<file path="src/rtl/adder_op_issue.sv">
// rtl/adder_op_issue.sv - request FIFO, credit-gated issue to a fixed-latency adder, tagged response FIFO
// Optional statistics counters: define ADDER_ISSUE_STATS_EN.
module adder_op_issue #(
    parameter int DATA_W    = 8,
    parameter int OP_W      = 2,
    parameter int RES_W     = 9,
    parameter int TAG_W     = 4,
    parameter int REQ_DEPTH = 4,
    parameter int RSP_DEPTH = 4,
    parameter int ADD_LAT   = 2
) (
    input  logic              clk,
    input  logic              reset,
    input  logic              req_valid,
    output logic              req_ready,
    input  logic [DATA_W-1:0] req_a,
    input  logic [DATA_W-1:0] req_b,
    input  logic [OP_W-1:0]   req_op,
    input  logic [TAG_W-1:0]  req_tag,
    output logic [DATA_W-1:0] add_a,
    output logic [DATA_W-1:0] add_b,
    output logic [OP_W-1:0]   add_op,
    input  logic [RES_W-1:0]  add_c,
    output logic              rsp_valid,
    input  logic              rsp_ready,
    output logic [RES_W-1:0]  rsp_c,
    output logic [TAG_W-1:0]  rsp_tag,
    output logic              busy
`ifdef ADDER_ISSUE_STATS_EN
    ,
    output logic [15:0]       stat_issued,
    output logic [15:0]       stat_stall
`endif
);
    localparam int RQ_AW = $clog2(REQ_DEPTH);
    localparam int RS_AW = $clog2(RSP_DEPTH);
    localparam int REQ_W = 2*DATA_W + OP_W + TAG_W;
    localparam int RSP_W = RES_W + TAG_W;
    localparam int CNT_W = $clog2(RSP_DEPTH + ADD_LAT + 1) + 1;

    logic [REQ_W-1:0] req_mem [REQ_DEPTH];
    logic [RSP_W-1:0] rsp_mem [RSP_DEPTH];
    logic [RQ_AW:0]   req_wp, req_rp, req_cnt, req_cnt_nxt;
    logic [RS_AW:0]   rsp_wp, rsp_rp, rsp_cnt;
    logic [ADD_LAT-1:0] pipe_v;
    logic [TAG_W-1:0]   pipe_tag [ADD_LAT];
    logic [CNT_W-1:0]   inflight;

    logic req_empty, rsp_empty, rsp_full;
    logic push_req, issue, credit_ok, capture, pop_rsp;
    logic [DATA_W-1:0] head_a, head_b;
    logic [OP_W-1:0]   head_op;
    logic [TAG_W-1:0]  head_tag;
    logic [RES_W-1:0]  rsp_head_c;
    logic [TAG_W-1:0]  rsp_head_tag;

    always_comb begin
        inflight = '0;
        for (int i = 0; i < ADD_LAT; i++) begin
            inflight = inflight + CNT_W'(pipe_v[i]);
        end
    end

    assign req_cnt   = req_wp - req_rp;
    assign rsp_cnt   = rsp_wp - rsp_rp;
    assign req_empty = (req_cnt == '0);
    assign rsp_empty = (rsp_cnt == '0);
    assign rsp_full  = (rsp_cnt == (RS_AW+1)'(RSP_DEPTH));

    // Credit counts results already launched, so a response slot is reserved at issue time.
    assign credit_ok = (CNT_W'(rsp_cnt) + inflight) < CNT_W'(RSP_DEPTH);
    assign push_req  = req_valid && req_ready;
    assign issue     = !req_empty && credit_ok;
    assign capture   = pipe_v[ADD_LAT-1];
    assign pop_rsp   = rsp_valid && rsp_ready;
    assign req_cnt_nxt = req_cnt + (RQ_AW+1)'(push_req) - (RQ_AW+1)'(issue);

    assign {head_a, head_b, head_op, head_tag} = req_mem[req_rp[RQ_AW-1:0]];
    assign {rsp_head_c, rsp_head_tag}          = rsp_mem[rsp_rp[RS_AW-1:0]];

    assign rsp_valid = !rsp_empty;
    assign rsp_c     = rsp_empty ? '0 : rsp_head_c;
    assign rsp_tag   = rsp_empty ? '0 : rsp_head_tag;
    assign busy      = !req_empty || (|pipe_v) || !rsp_empty;

    always_ff @(posedge clk) begin
        if (push_req) begin
            req_mem[req_wp[RQ_AW-1:0]] <= {req_a, req_b, req_op, req_tag};
        end
        if (capture) begin
            rsp_mem[rsp_wp[RS_AW-1:0]] <= {add_c, pipe_tag[ADD_LAT-1]};
        end
        pipe_tag[0] <= head_tag;
        for (int i = 1; i < ADD_LAT; i++) begin
            pipe_tag[i] <= pipe_tag[i-1];
        end
    end

    always_ff @(posedge clk) begin
        if (!reset) begin
            req_wp    <= '0;
            req_rp    <= '0;
            rsp_wp    <= '0;
            rsp_rp    <= '0;
            pipe_v    <= '0;
            add_a     <= '0;
            add_b     <= '0;
            add_op    <= '0;
            req_ready <= 1'b0;
        end else begin
            assert (!(capture && rsp_full));
            if (push_req) req_wp <= req_wp + 1'b1;
            if (issue) begin
                req_rp <= req_rp + 1'b1;
                add_a  <= head_a;
                add_b  <= head_b;
                add_op <= head_op;
            end
            if (capture) rsp_wp <= rsp_wp + 1'b1;
            if (pop_rsp) rsp_rp <= rsp_rp + 1'b1;
            pipe_v[0] <= issue;
            for (int i = 1; i < ADD_LAT; i++) begin
                pipe_v[i] <= pipe_v[i-1];
            end
            req_ready <= (req_cnt_nxt != (RQ_AW+1)'(REQ_DEPTH));
        end
    end

`ifdef ADDER_ISSUE_STATS_EN
    always_ff @(posedge clk) begin
        if (!reset) begin
            stat_issued <= '0;
            stat_stall  <= '0;
        end else begin
            if (issue && stat_issued != 16'hFFFF) stat_issued <= stat_issued + 16'd1;
            if (!req_empty && !credit_ok && stat_stall != 16'hFFFF) stat_stall <= stat_stall + 16'd1;
        end
    end
`endif
endmodule

</file>
<file path="config.mk">
export PLATFORM = sky130hd
export DESIGN_NAME = adder_op_issue
export DESIGN_NICKNAME = d
export VERILOG_FILES = /design/src/rtl/adder_op_issue.sv
export SDC_FILE = /design/constraint.sdc
export NUM_CORES = 1
export LEC_CHECK = 0
export ABC_AREA = 1
export ABC_CLOCK_PERIOD_IN_PS = 6000
export CAP_MARGIN = 20
export CORE_MARGIN = 1.5
export CORE_UTILIZATION = 61
export DETAILED_ROUTE_END_ITERATION = 16
export PLACE_DENSITY = 0.89
export RECOVER_POWER = 100
export SETUP_SLACK_MARGIN = 0.02
export SYNTH_ARGS = -nofsm -noshare
export SYNTH_HDL_FRONTEND = slang
export SYNTH_SLANG_ARGS = --single-unit
export TNS_END_PERCENT = 50
</file>
<file path="constraint.sdc">
create_clock -name clk -period 6 [get_ports clk]
set_clock_uncertainty 0.1 [all_clocks]
set_input_delay 0.9 -clock clk [delete_from_list [all_inputs] [get_ports clk]]
set_output_delay 0.9 -clock clk [all_outputs]
set_load 0.05 [all_outputs]
</file>
==> flow_summary.toml <==
[floorplanning]
initial_core_util_pct = 63.3
die_h_um = 112
die_w_um = 112
row_count = 39
core_area_um2 = 11500
ios = 69
die_area_um2 = 12600

[timing]
fin_crit_sh_pct = 76.9
fmax_mhz = 217
relSlewSlack_pct = -1.95
hold_viol = 0
rsz0062_at_grt = "no"
fin_crit_ns = 4.61
worst_pin_slew_ns = 1.53
tns_ns = 0
holdWs_ns = 0.228
setup_viol = 0
drv_slew = 23
fin_ws_ns = 1.39

[placed_design]
dpl.hpwl_um = 8940
gp_congestion = 0.774
place_ws_ns = 1.99
place_area_um2 = 8030
numPortBuffers = 68

[global_routing]
antenna_found_initial = 2
grtUsageTotal_pct = 26.2
grt_max_degree = 46
grt_pass1_wl_um = 25000
grt_pass1_vias = 5054
grt-ovfl-total = 0

[worst_setup_path]
cpPeakStageDelay_ns = 0.77
worst_setup_path_start_kind = "flip-flop"
reg2reg_from = "req_wp[0]"
crit_fanout = 19
cp.required_ns = 5.00
r2r_end = "req_ready"
reg2regPathDepth = 15
slowest_stage = "dlygate4sd3_1"
end_kind = "output port"
path_class = "flip-flop to output port"
crit_chain = "inv_1 -> ha_1 -> fa_1 -> nand3_1 -> nand4_1 -> nor3_1 -> nand2_1 -> dlygate4sd3_1"
worst-path-buf-inv = 2
r2r_slack_ns = 1.94
worstPathArrival_ns = 3.61
critPathTopFamily = "simple AND/OR/NAND/NOR gates"

[finish]
num-fill-cells = 671
design_area_um2 = 8610
area_delta_synth_final_pct = 18.1
drive_above_1_share_pct = 8.24
multi_input_area_um2 = 1790
regArea_um2 = 5100
nets = 720

[power]
ir_worst_vdd_uv = 397
power_leakage_nw = 3.25
intPower_mw = 2.94
powerDensity_nw_per_um2 = 589
combPwrFrac_pct = 41.8
p_seq_share_pct = 34.6
power_mw = 5.07
clock_power_share_pct = 23.6
power_switching_mw = 2.13
sw_frac_of_total_pct = 42.0

[status]
status = "finished, violations left"
violations = "capacitance limit, slew limit"

[synth]
syn_nets = 656
synth_ff_type = "edfxtp_1"
syn_avg_cell_area_um2 = 12.1
yosysMostFrequentCell = "edfxtp_1"
yosysUniqueCellTypes = 30
netlist_instances = 603
synthTopCellsByCount = "140 x edfxtp_1, 117 x nor2_1, 72 x o21ai_0, 45 x dfxtp_1, 41 x inv_1"
synth_top_area_share_pct = 57.7
ys_warn_count = 0
async_reset_ff_share_pct = 0
yosysTopAreaCell = "edfxtp_1"
synth_area_leaders = "edfxtp_1 58%, dfxtp_1 12%, nor2_1 6.0%"
synth_edf_count = 140
seq_area_frac_synth_pct = 70.0
synth_seq_cells = 185
syn_area_um2 = 7290

[drt]
wire_per_inst_um = 19.1
avgViaCountPerCell = 5.92
postRouteAntennaNets = 0
drt-initial-drc-count = 495
drcViolationCount = 0
via_count = 4884
firstDrtPassIters = 7
wirelength_um = 15700

[clocking]
ctsHoldBuffers = 0
clk_latency_ns = 0.43
cts_resized = 0
cts.sinks = 185
clk_pin_slew_worst_paths_ns = 0.06
cts_tree = "yes"
cts_setup_buffers = 0
root_buffer = "clkbuf_16"
cts.htree.levels = 4
cts-buffers-inserted = 17
cts_buffer_depth = 2

[worst_hold_path]
hold_class = "flip-flop to flip-flop"
hold_depth = 0
worstHoldEndpoint = "pipe_tag[0][5]"
holdCritStartpoint = "pipe_tag[0][1]"

[flow_run]
cap_violations = 1
## cell families after synthesis
group / Yosys count / share of synthesized area [%]
compound gates: 126 / 9.70
fa+ha+maj: 18 / 3.40
xor+xnor: 2 / 0.240
buf+inv: 76 / 4.82
flops: 185 / 70.0
simple gates: 196 / 11.8
## area by class of cell
class / count / area share (%)
diodes: 2 / 0.0581
inverters: 47 / 2.11
repair buffers: 74 / 8.21
multi-input cells: 342 / 20.8
clock buffers: 24 / 5.97
well taps: 143 / 2.08
flip-flops and latches: 185 / 59.3
clock inverters: 8 / 1.51
## flip-flops by register name, summed over array words and instances, names as in the netlist, named ones only
register and cells:
add_op 2, rsp_rp 3, req_mem 88, rsp_mem 52, add_b 8, rsp_wp 3, pipe_tag 8, req_wp 3
add_a 8, req_ready 1, req_rp 3, pipe_v 2
## layer usage
metal  part of all wire (%)  track usage [%]  up-vias
li1                       -                -     2225
met1                     39             30.4     2394
met2                     52             45.4      226
met3                    6.4             5.45       39
met4                    2.4             15.4        0
met5                      0                0        -
## worst register-to-register path: cells and delay by family (launching register included)
kind,cells,cell delay (ns)
fa+ha+maj,5,1.81
simple gates,6,1.23
buf+inv,4,0.46
flops,1,0.37
## through the flow
stage / instances / util, %
final: 825 / 74.8
after global routing: 824 / 74.8
after CTS: 822 / 75.3
after detailed placement: 790 / 69.7
after global placement: 790 / 69.7
after floorplan: 603 / -
## placed cells by master (no fill, tap or decap), types with 2 or more instances in the layout
master | Yosys | final
edfxtp_1 | 140 | 140
dlygate4sd3_1 | 0 | 67
nand2_1 | 38 | 39
clkbuf_16 | 0 | 19
inv_2 | 4 | 4
nor2_1 | 117 | 122
clkbuf_1 | 14 | 8
a21oi_1 | 9 | 9
bufinv_16 | 0 | 3
dfxtp_1 | 45 | 45
o21ai_0 | 72 | 80
o22ai_1 | 22 | 22
clkbuf_8 | 0 | 2
diode_2 | 0 | 2
o32ai_1 | 13 | 13
nand2_2 | 6 | 6
o21ai_1 | 10 | 2
ha_1 | 15 | 15
nand3b_1 | 1 | 2
xor2_1 | 2 | 2
fa_1 | 3 | 3
nand3_1 | 9 | 10
inv_1 | 41 | 41
clkinvlp_4 | 0 | 2
nor2_2 | 19 | 14
## power by group through the flow
stage / Clock [mW] / Sequential, mW / Combinational (mW)
global placement: 0 / 1.76 / 2.10
detailed placement: 0 / 1.78 / 2.21
CTS: 1.20 / 1.76 / 2.24
floorplan: 0 / 1.87 / 1.57
global route: 1.25 / 1.78 / 2.29
finish: 1.20 / 1.76 / 2.12
## how the worst max path moves through the flow
stage / start / to / slack (ns) / depth (start not counted)
global placement: flip-flop / rsp_c[7] / 2.14 / 6
CTS: flip-flop / rsp_c[8] / 1.49 / 6
floorplan: req_wp[0] / req_ready / 2.94 / 16
detailed placement: flip-flop / rsp_c[8] / 1.99 / 6
finish: rsp_wp[0] / busy / 1.39 / 8
global route: rsp_wp[0] / busy / 1.10 / 8
Note: power is estimated with default switching activity, not from simulation.
==> variant 1 (config.mk and constraints unchanged) <==
The option `ADDER_ISSUE_STATS_EN` is turned on by a define.
--- a/src/rtl/adder_op_issue.sv
+++ b/src/rtl/adder_op_issue.sv
@@ -1,5 +1,7 @@
 // rtl/adder_op_issue.sv - request FIFO, credit-gated issue to a fixed-latency adder, tagged response FIFO
 // Optional statistics counters: define ADDER_ISSUE_STATS_EN.
+`define ADDER_ISSUE_STATS_EN
+
 module adder_op_issue #(
     parameter int DATA_W    = 8,
     parameter int OP_W      = 2,
Formal check against the unedited RTL (old outputs only; new: stat_issued and stat_stall): equivalent (Yosys induction, for registers that start in step).
==> variant 1 against the original RTL <==
Routed wire length up 23%. The run still ends with max-capacitance violations, max-slew violations left. Power up 13%. Synthesized area up 25%. Critical endpoint is now rsp_c[5]. Count of clock-buffer cells in the layout up 7. Sequential cell count up 32. Clock power up 16%. Register-to-register slack better by 0.18 ns. Sequential power up 12%. Non-clock buffer count up 35. Design area up 27%. Worst setup slack better by 0.037 ns. First-iteration DRC count up 11%.
==> variant 1: results (changes against the original RTL) <==
Logic synthesis
  • Yosys top cell area share: 46.28% (-11 points)
  • Synthesized netlist cell count: 889 (+47%)
  • XOR/XNOR Fraction of Synth Area: 1.736% (+1.5 points)
  • Synthesized Nets: 944 (+44%)
  • Post-synthesis adder-cell area fraction: 3.003% (-0.40 points)
  • Post-synth cell types: 36 (+20%)
  • Most common cell in the netlist: nor2_1
  • Post-synthesis compound-gate area fraction: 9.793% (+0.095 points)
  • Sequential element share of the synthesized area: 63.25% (-6.8 points)

STA
  • Final Slew Violations: 63 (+170%)

Drt
  • DR pass1 iterations: 5 (-2)
  • Vias: 6,757 (+38%)
  • Drt total wl: 19,290 µm (+23%)
  • Iteration-0 DRC Markers: 549 (+11%)

Worst setup path
  • Critical Path End: rsp_c[5]
  • Crit Reg-Reg Startpoint: rsp_wp[0]$_SDFFE_PN0P_
  • R2r endpoint: req_rp[2]$_SDFFE_PN0P_
  • Reg2reg path depth: 14 (-1)
  • Crit-path max cell delay: 0.87 ns (+0.10 ns)
  • Slowest cell on crit path: dfxtp_1
  • Setup slack, reg-to-reg: 2.12 ns (+0.18 ns)
  • Crit Path Max Fanout: 27 (+8)
  • Crit path DAT: 3.58 ns (-0.03 ns)

CTS
  • Max clock buf depth: 3 (+1)
  • Skew-Pair Late Insertion Delay: 0.49 ns (+0.06 ns)
  • Htree depth: 1 (-3)

Placed design
  • Post-DP Area: 10,200 µm² (+27%)
  • I/O Buffers: 100 (+47%)
  • Placed Instances: 1,144 (+45%)
  • DP Wirelength: 11,300 µm (+26%)
  • GP Congestion: 0.7619 (-1.6%)

GRT
  • Vias in the first global route: 6,635 (+31%)
  • Initial antenna violation count: 0 (-2)
  • First-pass GRT wire length: 31,460 µm (+26%)
  • GRT Total Usage: 24.62% (-1.6 points)

Cells and area
  • # nets final: 1,039 (+44%)
  • Finished layout cell area: 10,890 µm² (+27%)
  • Share of cells above drive strength 1: 5.300% (-2.9 points)
  • Ant diodes: 0 (-2)
  • Number of fill cells: 971 (+45%)

Job
  • Maxcap violations: 2 (+1)

Status
  • Status: finished with violations
  • Violated checks: max-capacitance violations, max-slew violations

Pwr
  • Static Leak: 4.184 nW (+29%)
## variant 1: area by class of cell
type,instances,area share (%)
Sequential cell,217,52.75
Multi-Input combinational cell,567,26.41
Timing Repair Buffer,109,9.568
Clock buffer,31,5.743
Inverter,67,2.309
Tap cell,184,2.113
Clock inverter,9,1.114
## variant 1: layer usage
layer	up-vias	GRT usage, %	wire length (µm)	part of all wire (%)
met5	-	0	0	0
met4	0	11.70	574	3.0
met3	52	3.295	988	5.1
met2	250	42.78	9846	51
met1	3235	30.64	7875	41
li1	3220	-	-	-
## variant 1: report_power, final
group | switching, mW | total, mW | internal (mW)
clock network | 0.532 | 1.39 | 0.855
registers | 0.160 | 1.98 | 1.82
logic | 1.70 | 2.38 | 0.676
total | 2.39 | 5.74 | 3.35
## variant 1: critical path, delay by kind of cell (launching register included)
kind | cells | cell delay (ns)
AO/OA/AOI/OAI | 1 | 0.13
buffers and inverters | 3 | 1.64
flip-flops | 1 | 0.87
AND/OR/NAND/NOR | 2 | 0.44
==> variant 2 (same flow settings) <==
Made on the original files. The parameter `DATA_W` goes from 8 to 6.
--- a/src/rtl/adder_op_issue.sv
+++ b/src/rtl/adder_op_issue.sv
@@ -1,7 +1,7 @@
 // rtl/adder_op_issue.sv - request FIFO, credit-gated issue to a fixed-latency adder, tagged response FIFO
 // Optional statistics counters: define ADDER_ISSUE_STATS_EN.
 module adder_op_issue #(
-    parameter int DATA_W    = 8,
+    parameter int DATA_W    = 6,
     parameter int OP_W      = 2,
     parameter int RES_W     = 9,
     parameter int TAG_W     = 4,
Interface: changed (resized add_a, add_b, req_a and req_b); port bits go from 69 to 61. No check against the original RTL was run, so the function may have changed too.
==> variant 2 against the original RTL <==
The run still ends with max-capacitance violations, max-slew violations left. Synthesized cell count fell by 9.6%. Maximum frequency fell by 3.7%. Worst setup slack got worse by 0.18 ns. Sequential cell count fell by 20. Design area fell by 10%. Hold slack got worse by 0.0044 ns. Critical path depth fell by 1. Largest cell class unchanged. Power fell by 9.9%. Synthesized area fell by 11%. First-iteration DRC count fell by 22%. Combinational power fell by 10%. Routed wire length fell by 14%.
==> variant 2: results (changes against the original RTL) <==
Pwr
  • Static Leak: 2.957 nW (-8.9%)
  • P_sw: 1.895 mW (-11%)
  • Peak supply drop: 0.4553 mV (+15%)

Logic synthesis
  • Mean Syn Cell Area: 11.91 µm² (-1.5%)
  • Synth area leaders: edfxtp_1 57%, dfxtp_1 13%, nor2_1 6.8%

STA
  • Final Slew Violations: 38 (+65%)
  • Slew headroom: -1.610% (+0.34 points)
  • Final Cycle Share: 79.83% (+2.9 points)

Cells and area
  • Max FFs per register: 72 (-18%)
  • Layout Cells excl Fill: 755 (-8.5%)
  • # nets final: 655 (-9.0%)
  • Ant diodes: 0 (-2)

Placed design
  • Placed Instances: 723 (-8.5%)
  • I/O Buffers: 60 (-12%)
  • DP Wirelength: 7909 µm (-12%)
  • Post-DP Area: 7173 µm² (-11%)
  • GP Congestion: 0.8070 (+4.3%)

Drt
  • DR WL met3: 1017 µm (+0.69%)
  • Iteration-0 DRC Markers: 386 (-22%)
  • Drt total wl: 13,480 µm (-14%)
  • Met1 wire length: 5128 µm (-17%)

Job
  • Maxcap violations: 1 (unchanged)

Status
  • Violated checks: max-capacitance violations, max-slew violations
  • Status: finished with violations

GRT
  • Vias in the first global route: 4,479 (-11%)
  • Met1 Use GR: 29.30% (-1.1 points)
  • Met2 Use GR: 44.19% (-1.2 points)

Worst setup path
  • Crit path DAT: 3.79 ns (+0.18 ns)
variant 2: changes by cell type in the layout (fill, tap and decap cells not counted), sizes merged, moves of 2 or more:
cell / unedited run / this run
inv: 47 / 45
edfxtp: 140 / 124
dfxtp: 45 / 41
o21ai: 82 / 70
dlygate4sd3: 67 / 59
nor2: 137 / 121
clkinv: 3 / 5
o22ai: 22 / 18
diode: 2 / 0
variant 2: cell type report:
type / count / area, µm²
flip-flops and latches: 165 / 4544
fillers: 626 / 2585
multi-input cells: 310 / 1613
repair buffers: 65 / 619.3
clock buffers: 25 / 495.5
inverters: 47 / 177.7
well taps: 136 / 170.2
clock inverters: 7 / 118.9
variant 2: power by group through the flow:
stage / sequential [mW] / clock, mW / combinational [mW]
6_report: 1.57 / 1.11 / 1.90
5_1_grt: 1.59 / 1.16 / 2.05
4_1_cts: 1.57 / 1.11 / 1.99
3_5_place_dp: 1.58 / 0 / 1.96
3_3_place_gp: 1.57 / 0 / 1.88
2_1_floorplan: 1.64 / 0 / 1.38
